`src/rtl/stage_layer_scheduler_pkg.sv`:
```
// Shared types for the layer scheduler: token width and scheduler FSM encoding.
package stage_layer_scheduler_pkg;

  localparam int att_width = 16;

  typedef enum logic [2:0] {
    SCH_IDLE,
    SCH_LOAD,
    SCH_RUN,
    SCH_CAPTURE,
    SCH_DONE
  } stage_sch_state_t;

endpackage

```
`src/rtl/stage_bias_regfile.sv`:
```
// Per-layer bias table: two entries per layer, written from the config port, read
// combinationally by the current layer index.
module stage_bias_regfile
  import stage_layer_scheduler_pkg::*;
#(
  parameter  int N_LAYER = 4,
  localparam int LW      = (N_LAYER > 1) ? $clog2(N_LAYER) : 1
) (
  input  logic                 clk,
  input  logic                 rst,
  input  logic                 we,
  input  logic [LW-1:0]        wr_idx,
  input  logic                 wr_sel,
  input  logic [att_width-1:0] wdata,
  input  logic [LW-1:0]        rd_idx,
  output logic [att_width-1:0] bias_1,
  output logic [att_width-1:0] bias_2
);

  logic [att_width-1:0] bias_1_q [N_LAYER];
  logic [att_width-1:0] bias_2_q [N_LAYER];

  // Out-of-range addresses (non power-of-two N_LAYER) are dropped.
  always_ff @(posedge clk or posedge rst) begin
    if (rst) begin
      bias_1_q <= '{default: '0};
      bias_2_q <= '{default: '0};
    end else if (we && (int'(wr_idx) < N_LAYER)) begin
      if (wr_sel) bias_2_q[wr_idx] <= wdata;
      else        bias_1_q[wr_idx] <= wdata;
    end
  end

  assign bias_1 = bias_1_q[rd_idx];
  assign bias_2 = bias_2_q[rd_idx];

endmodule

```
`src/rtl/stage_layer_scheduler.sv`:
```
// Runs one shared stage block N_LAYER times on a token, feeding each layer's result
// back as the next layer's input, with a per-layer RUN timeout.
module stage_layer_scheduler
  import stage_layer_scheduler_pkg::*;
#(
  parameter  int N_LAYER = 4,
  parameter  int TIMEOUT = 255,
  localparam int LW      = (N_LAYER > 1) ? $clog2(N_LAYER) : 1
) (
  input  logic                 clk,
  input  logic                 rst,
  input  logic                 start,
  input  logic [att_width-1:0] i_data,
  input  logic                 cfg_we,
  input  logic [LW-1:0]        cfg_addr,
  input  logic                 cfg_sel,
  input  logic [att_width-1:0] cfg_wdata,
  output logic                 stage_en,
  output logic [att_width-1:0] stage_in,
  output logic [att_width-1:0] stage_bias_1,
  output logic [att_width-1:0] stage_bias_2,
  input  logic                 stage_end,
  input  logic [att_width-1:0] stage_out,
  output logic                 busy,
  output logic                 done,
  output logic                 err,
  output logic [att_width-1:0] o_data,
  output logic [LW-1:0]        layer_idx
);

  localparam int CW = (TIMEOUT > 1) ? $clog2(TIMEOUT) : 1;

  stage_sch_state_t     state_q, state_d;
  logic [att_width-1:0] act_q;
  logic [att_width-1:0] o_data_q;
  logic [LW-1:0]        layer_q;
  logic [CW-1:0]        cnt_q;
  logic                 err_q;
  logic                 timeout_hit;
  logic                 last_layer;

  assign timeout_hit = (cnt_q == CW'(TIMEOUT - 1));
  assign last_layer  = (layer_q == LW'(N_LAYER - 1));

  // Table writes are only honoured while idle so biases stay stable during a pass.
  stage_bias_regfile #(.N_LAYER(N_LAYER)) u_bias_regfile (
    .clk    (clk),
    .rst    (rst),
    .we     (cfg_we && (state_q == SCH_IDLE)),
    .wr_idx (cfg_addr),
    .wr_sel (cfg_sel),
    .wdata  (cfg_wdata),
    .rd_idx (layer_q),
    .bias_1 (stage_bias_1),
    .bias_2 (stage_bias_2)
  );

  always_ff @(posedge clk or posedge rst) begin
    if (rst) state_q <= SCH_IDLE;
    else     state_q <= state_d;
  end

  always_comb begin
    state_d  = state_q;
    stage_en = 1'b0;
    busy     = 1'b1;
    done     = 1'b0;
    case (state_q)
      SCH_IDLE: begin
        busy = 1'b0;
        if (start) state_d = SCH_LOAD;
      end
      SCH_LOAD: state_d = SCH_RUN;
      SCH_RUN: begin
        stage_en = 1'b1;
        // A stage finishing on the last allowed cycle still counts as success.
        if (stage_end)        state_d = SCH_CAPTURE;
        else if (timeout_hit) state_d = SCH_IDLE;
      end
      SCH_CAPTURE: state_d = last_layer ? SCH_DONE : SCH_LOAD;
      SCH_DONE: begin
        done    = 1'b1;
        state_d = SCH_IDLE;
      end
      default: state_d = SCH_IDLE;
    endcase
  end

  always_ff @(posedge clk or posedge rst) begin
    if (rst) begin
      act_q    <= '0;
      o_data_q <= '0;
      layer_q  <= '0;
      cnt_q    <= '0;
      err_q    <= 1'b0;
    end else begin
      case (state_q)
        SCH_IDLE: begin
          if (start) begin
            act_q   <= i_data;
            layer_q <= '0;
            err_q   <= 1'b0;
          end
        end
        SCH_LOAD: cnt_q <= '0;
        SCH_RUN: begin
          cnt_q <= cnt_q + CW'(1);
          if (!stage_end && timeout_hit) err_q <= 1'b1;
        end
        SCH_CAPTURE: begin
          act_q <= stage_out;
          // Final result lands in o_data so it is valid in the same cycle as done.
          if (last_layer) o_data_q <= stage_out;
          else            layer_q  <= layer_q + LW'(1);
        end
        default: ;
      endcase
    end
  end

  assign stage_in  = act_q;
  assign o_data    = o_data_q;
  assign err       = err_q;
  assign layer_idx = layer_q;

endmodule
```
`config.mk`:
```
export PLATFORM = sky130hd
export DESIGN_NAME = stage_layer_scheduler
export DESIGN_NICKNAME = d
export VERILOG_FILES = /design/src/rtl/stage_layer_scheduler_pkg.sv /design/src/rtl/stage_bias_regfile.sv /design/src/rtl/stage_layer_scheduler.sv
export SDC_FILE = /design/constraint.sdc
export NUM_CORES = 1
export LEC_CHECK = 0
export BUFFER_PORTS_ARGS = -buffer_cell sky130_fd_sc_hd__buf_2
export CAP_MARGIN = 30
export CORE_MARGIN = 8
export CORE_UTILIZATION = 45
export DETAILED_ROUTE_END_ITERATION = 10
export PLACE_DENSITY = 0.73
export SETUP_SLACK_MARGIN = 0.2
export SKIP_CTS_REPAIR_TIMING = 1
export SYNTH_ARGS = -nofsm -noshare
export SYNTH_HDL_FRONTEND = slang
export SYNTH_SLANG_ARGS = --single-unit
```
`constraint.sdc`:
```
create_clock -name clk -period 8.4 [get_ports clk]
set_input_delay 1.68 -clock clk [delete_from_list [all_inputs] [get_ports clk]]
set_output_delay 1.68 -clock clk [all_outputs]
set_load 0.1 [all_outputs]
```
==> results.yml, run 1 <==
critical_path:
  crit_family: "buffers and inverters"
  crit_start: "layer_idx[0]"
  rr_worst_depth: 4
  cp_slowest_stage_delay_ns: 0.66
  cp.arrival_ns: 2.44
  crit_type: "flip-flop to primary output"
  setup.worst_path.start_class: "flip-flop"
  timing.critical_path.to: "stage_bias_2[0]"
  endpoint_kind: "primary output"
  timing.rr.start: "state_q[0]"
  crit_buf_inv: 2
  cp_data_required_time_ns: 6.72
  cp_max_fo: 21
  crit_slowest_cell: "dfrtp_2"
  cp.depth: 3
  rr_endpoint: "u_bias_regfile.bias_1_q[21]"
  r2r_slack_ns: 5.64
  path_cells: "buf_4 -> mux4_2 -> buf_2"
die:
  fp.dieH_um: 147
  rows: 48
  die_w_um: 147
  start_util_pct: 45.3
  ios: 126
  die-area_um2: 21600
  coreArea_um2: 17100
synthesis:
  ys_types: 40
  ys_seq_elements: 174
  synth.most_common_cell: "mux2_2"
  ys_seq_area_share_pct: 56.3
  yosys_warnings: 0
  synth_top_area_share_pct: 56.3
  synth_commonest_cells: "176 x mux2_2, 174 x dfrtp_1, 32 x mux4_2"
  syn_area_um2: 7730
  synthTopCellsByArea: "dfrtp_1 56%, mux2_2 26%, mux4_2 9.3%"
  synth.largest_area_cell: "dfrtp_1"
  synth_flop_cell: "dfrtp_1"
  synth_edf_count: 0
  async_flop_share_pct: 100
  syn_avg_cell_area_um2: 16.0
  syn-num-nets: 541
  syn_inst: 482
sta:
  rsz0062_at_grt: "no"
  setup_viol: 0
  max_freq_ghz: 0.242
  fin_crit_sh_pct: 49.1
  maxSlewViolCount: 0
  hold_violations: 0
  tightest_slew_ns: 0.975
  fin_setup_tns_ns: 0
  finalClockSkew_ns: 0.0191
  fin_crit_ns: 4.12
  slew_headroom_pct: 34.8
final_layout:
  area_growth_pct: 19.4
  layout-drive-gt1-share_pct: 62.9
  finalInstanceArea_um2: 9230
  fin_nets: 669
global_route:
  grt_pass1_wl_um: 28100
  grt-ovfl-total: 0
  grt_max_degree: 89
  grt_pass1_vias: 5201
  antenna_found_initial: 1
  grtUsageTotal_pct: 16.3
place:
  place.gp.congestion: 0.742
  placed_area_um2: 8640
  dp_hpwl_um: 11900
  numPortBuffers: 125
worst_hold_path:
  hp-class: "flip-flop to flip-flop"
  hp-start: "u_bias_regfile.bias_2_q[17]"
routing:
  ant_nets: 0
  wl_um: 17000
  first_pass_iters: 4
  avgRoutedWirePerCell_um: 20.1
  via_per_inst: 5.42
  dr.first_iter.drc_count: 192
  vias: 4600
  drc: 0
clocking:
  cts_max_level: 4
  cts_buffers: 17
  cts.clk_slew.worst_paths_ns: 0.07
  cts.sinks: 174
  cts_tree: "yes"
  clock_path_buffers: 2
  clkLatencyLatePin_ns: 0.43
  cts-root-buf: "clkbuf_16"
job:
  cap_violations: 0
status:
  status: "complete, no violations"
==> flip-flops by register name, summed over array words and instances, names as in the netlist <==
register,flops
err,1
u_bias_regfile.bias_2_q,64
stage_in,16
o_data,16
state_q,3
cnt_q,8
layer_idx,2
u_bias_regfile.bias_1_q,64
==> logic make-up after synthesis <==
kind of cell	after synthesis	share of synthesized area [%]
buf+inv	36	2.28
simple gates	41	3.93
compound gates	15	1.36
mux	212	35.5
flops	174	56.3
xor+xnor	1	0.113
fa+ha+maj	3	0.486
==> worst min path at each step <==
stage / depth (start not counted) / endpoint / slack [ns]
global placement: 1 / cnt_q[7] / 0.46
global route: 1 / u_bias_regfile.bias_2_q[17] / 0.51
floorplan: 1 / cnt_q[6] / 0.45
finish: 1 / u_bias_regfile.bias_2_q[17] / 0.50
CTS: 1 / u_bias_regfile.bias_2_q[17] / 0.50
detailed placement: 1 / cnt_q[6] / 0.49
==> worst reg2reg max path, cell delays in order (launching register included) <==
cell and delay [ns]:
dfrtp_1 0.49, or4b_1 0.78, nor4b_4 0.69, buf_4 0.31
mux2_2 0.35
==> per-layer routing <==
metal,part of all wire (%),vias up,wire length [um],track usage [%]
met3,6.6,17,1130,5.84
li1,-,2062,-,-
met2,50,114,8490,26.8
met5,0,-,0,0
met4,1.3,0,218,4.79
met1,42,2407,7190,19.8
==> cell usage in the layout (no fill, tap or decap), types with 2 or more instances in the layout <==
cell type	synthesis	final
clkbuf_16	0	17
o21ai_0	5	5
inv_1	7	6
clkinv_4	0	4
inv_8	0	3
buf_4	2	5
mux4_2	32	32
buf_6	4	3
dfrtp_2	0	2
dfrtp_1	174	172
nand3_1	7	7
nor4b_4	2	2
or3b_2	3	3
mux2i_1	4	4
nand2_1	11	11
nand4b_1	3	3
buf_8	0	3
nor4_1	3	3
buf_2	3	125
inv_6	0	7
mux2_2	176	176
ha_1	3	3
nor2_1	2	2
==> metrics by stage <==
stage	util (%)	setup WS, ns	instances	hold WS, ns
detailed placement	50.6	4.49	815	0.488
global placement	50.0	4.44	808	0.464
finish	54.1	4.28	849	0.501
floorplan	-	2.00	482	0.446
CTS	54.0	4.20	847	0.503
global route	54.1	4.12	849	0.512
==> final cells by class <==
type | count | area [um^2]
multi-input combinational | 272 | 3200
clock buffer | 17 | 425
sequential | 174 | 4360
timing repair buffer | 138 | 790
clock inverter | 15 | 145
antenna | 1 | 2.50
inverter | 7 | 31.3
fill | 1436 | 7830
tap | 225 | 282
Power of run 1 is not shown: default switching activity piles up to over one toggle a cycle in this logic, so the estimate is an artifact.
==> run 2, diff against run 1 <==
--- a/config.mk
+++ b/config.mk
@@ -10,7 +10,7 @@
 export CORE_MARGIN = 8
 export CORE_UTILIZATION = 45
 export DETAILED_ROUTE_END_ITERATION = 10
-export PLACE_DENSITY = 0.73
+export PLACE_DENSITY = 0.75
 export SETUP_SLACK_MARGIN = 0.2
 export SKIP_CTS_REPAIR_TIMING = 1
 export SYNTH_ARGS = -nofsm -noshare
==> constraint.sdc (replaced) <==
create_clock -name clk -period 3.7 [get_ports clk]
set_input_delay 0.74 -clock clk [delete_from_list [all_inputs] [get_ports clk]]
set_output_delay 0.74 -clock clk [all_outputs]
set_load 0.1 [all_outputs]
==> run 2 against run 1 <==
Net effect: first-iteration DRC count grew 35%; die area is the same; wire length grew 2.6%; cell count grew 0.35%; sequential share of layout area shrank 0.41 points; flip-flop and latch count is the same; via count grew 1.2%; worst setup slack lost 3.7 ns; critical path depth is the same; largest cell class unchanged.
==> results.yml, run 2 (synthesis results as in run 1) <==
sta:
  rsz0062_at_grt: "no"
  slew_headroom_pct: 40.9
  hold_violations: 0
  finalClockSkew_ns: 0.00908
  setup_viol: 0
  fin_crit_sh_pct: 83.5
  maxSlewViolCount: 0
  fin_setup_tns_ns: 0
  max_freq_ghz: 0.324
  fin_crit_ns: 3.09
  tightest_slew_ns: 0.883
final_layout:
  final_common_cell: "mux2_2"
  final_cell_mix: "176 x mux2_2, 172 x dfrtp_1, 125 x buf_2, 32 x mux4_2, 17 x clkbuf_16"
  finish.utilization_pct: 54.6
  fin_nets: 672
  area_growth_pct: 20.5
  finalInstanceArea_um2: 9310
  largestRegisters: "u_bias_regfile.bias_1_q: 64 flops, u_bias_regfile.bias_2_q: 64 flops"
  n_fill_cell: 1391
  layout-drive-gt1-share_pct: 63.3
global_route:
  grt_pass1_wl_um: 28600
  antenna_found_initial: 1
  grt_pass1_vias: 5290
  grt-ovfl-total: 0
  grt_max_degree: 100
  grtUsageTotal_pct: 16.6
place:
  numPortBuffers: 125
  placed_area_um2: 8650
  dp_hpwl_um: 12200
  place.gp.congestion: 0.796
critical_path:
  timing.rr.start: "state_q[1]"
  cp_data_required_time_ns: 2.96
  setup.worst_path.start_class: "flip-flop"
  rr_endpoint: "u_bias_regfile.bias_1_q[0]"
  cp.arrival_ns: 2.35
  cp_max_fo: 18
  endpoint_kind: "primary output"
  rr_worst_depth: 3
  crit_type: "flip-flop to primary output"
  r2r_slack_ns: 1.09
routing:
  ant_nets: 0
  wl_um: 17500
  avgRoutedWirePerCell_um: 20.5
  vias: 4655
  first_pass_iters: 4
  drc: 0
  dr.first_iter.drc_count: 260
  via_per_inst: 5.46
worst_hold_path:
  hp-class: "input pin to async pin"
job:
  cap_violations: 0
die:
  rows: 48
  die-area_um2: 21600
  ios: 126
  coreArea_um2: 17100
  fp.dieH_um: 147
  start_util_pct: 45.3
  die_w_um: 147
clocking:
  cts.sinks: 174
  cts_buffers: 17
  clkLatencyLatePin_ns: 0.42
  cts_max_level: 4
  cts-root-buf: "clkbuf_16"
  cts.clk_slew.worst_paths_ns: 0.07
  clock_path_buffers: 2
  cts_tree: "yes"
status:
  status: "complete, no violations"
[run 2: cell count changes in the layout (fill, tap and decap cells not counted), sizes merged]
| cell | previous run | this run |
|---|---|---|
| clkinvlp | 1 | 3 |
| buf | 138 | 141 |
| inv | 16 | 14 |
| bufinv | 0 | 4 |
| clkinv | 5 | 1 |
[run 2: how the worst max path moves through the flow]
stage,start,to,slack [ns]
after floorplan,layer_idx[0],stage_bias_1[0],0.25
after global placement,cfg_we,u_bias_regfile.bias_1_q[1],0.93
after detailed placement,cfg_we,u_bias_regfile.bias_1_q[6],0.85
after CTS,layer_idx[1],stage_bias_1[1],0.59
after global routing,layer_idx[0],stage_bias_1[5],0.53
final,layer_idx[1],stage_bias_1[1],0.61
[run 2: through the flow]
step	cells	setup WS, ns	hold WS, ns
detailed placement	818	0.852	0.477
global placement	818	0.926	0.463
global route	852	0.531	0.514
CTS	850	0.594	0.489
floorplan	482	0.246	0.446
finish	852	0.610	0.482
[run 2: layer usage]
layer | routed length (um) | global-route usage, % | vias up
li1 | - | - | 2059
met1 | 7550 | 20.7 | 2456
met2 | 8660 | 27.1 | 126
met3 | 1100 | 5.54 | 14
met4 | 177 | 5.05 | 0
met5 | 0 | 0 | -
[run 2: layout make-up]
class,count,area (um^2),share of cell area [%]
Sequential cell,174,4360,46.8
Timing Repair Buffer,141,791,8.49
Clock inverter,15,221,2.38
Clock buffer,17,425,4.57
Inverter,7,30.0,0.322
Antenna cell,1,2.50,0.0269
Tap cell,225,282,3.02
Multi-Input combinational cell,272,3200,34.4
[run 2: worst max-delay path, stage by stage, from the launching register on]
cell	delay, ns
dfrtp_2	0.77
buf_12	0.26
mux4_2	0.56
buf_2	0.32
Power of run 2 is left out for the same reason.
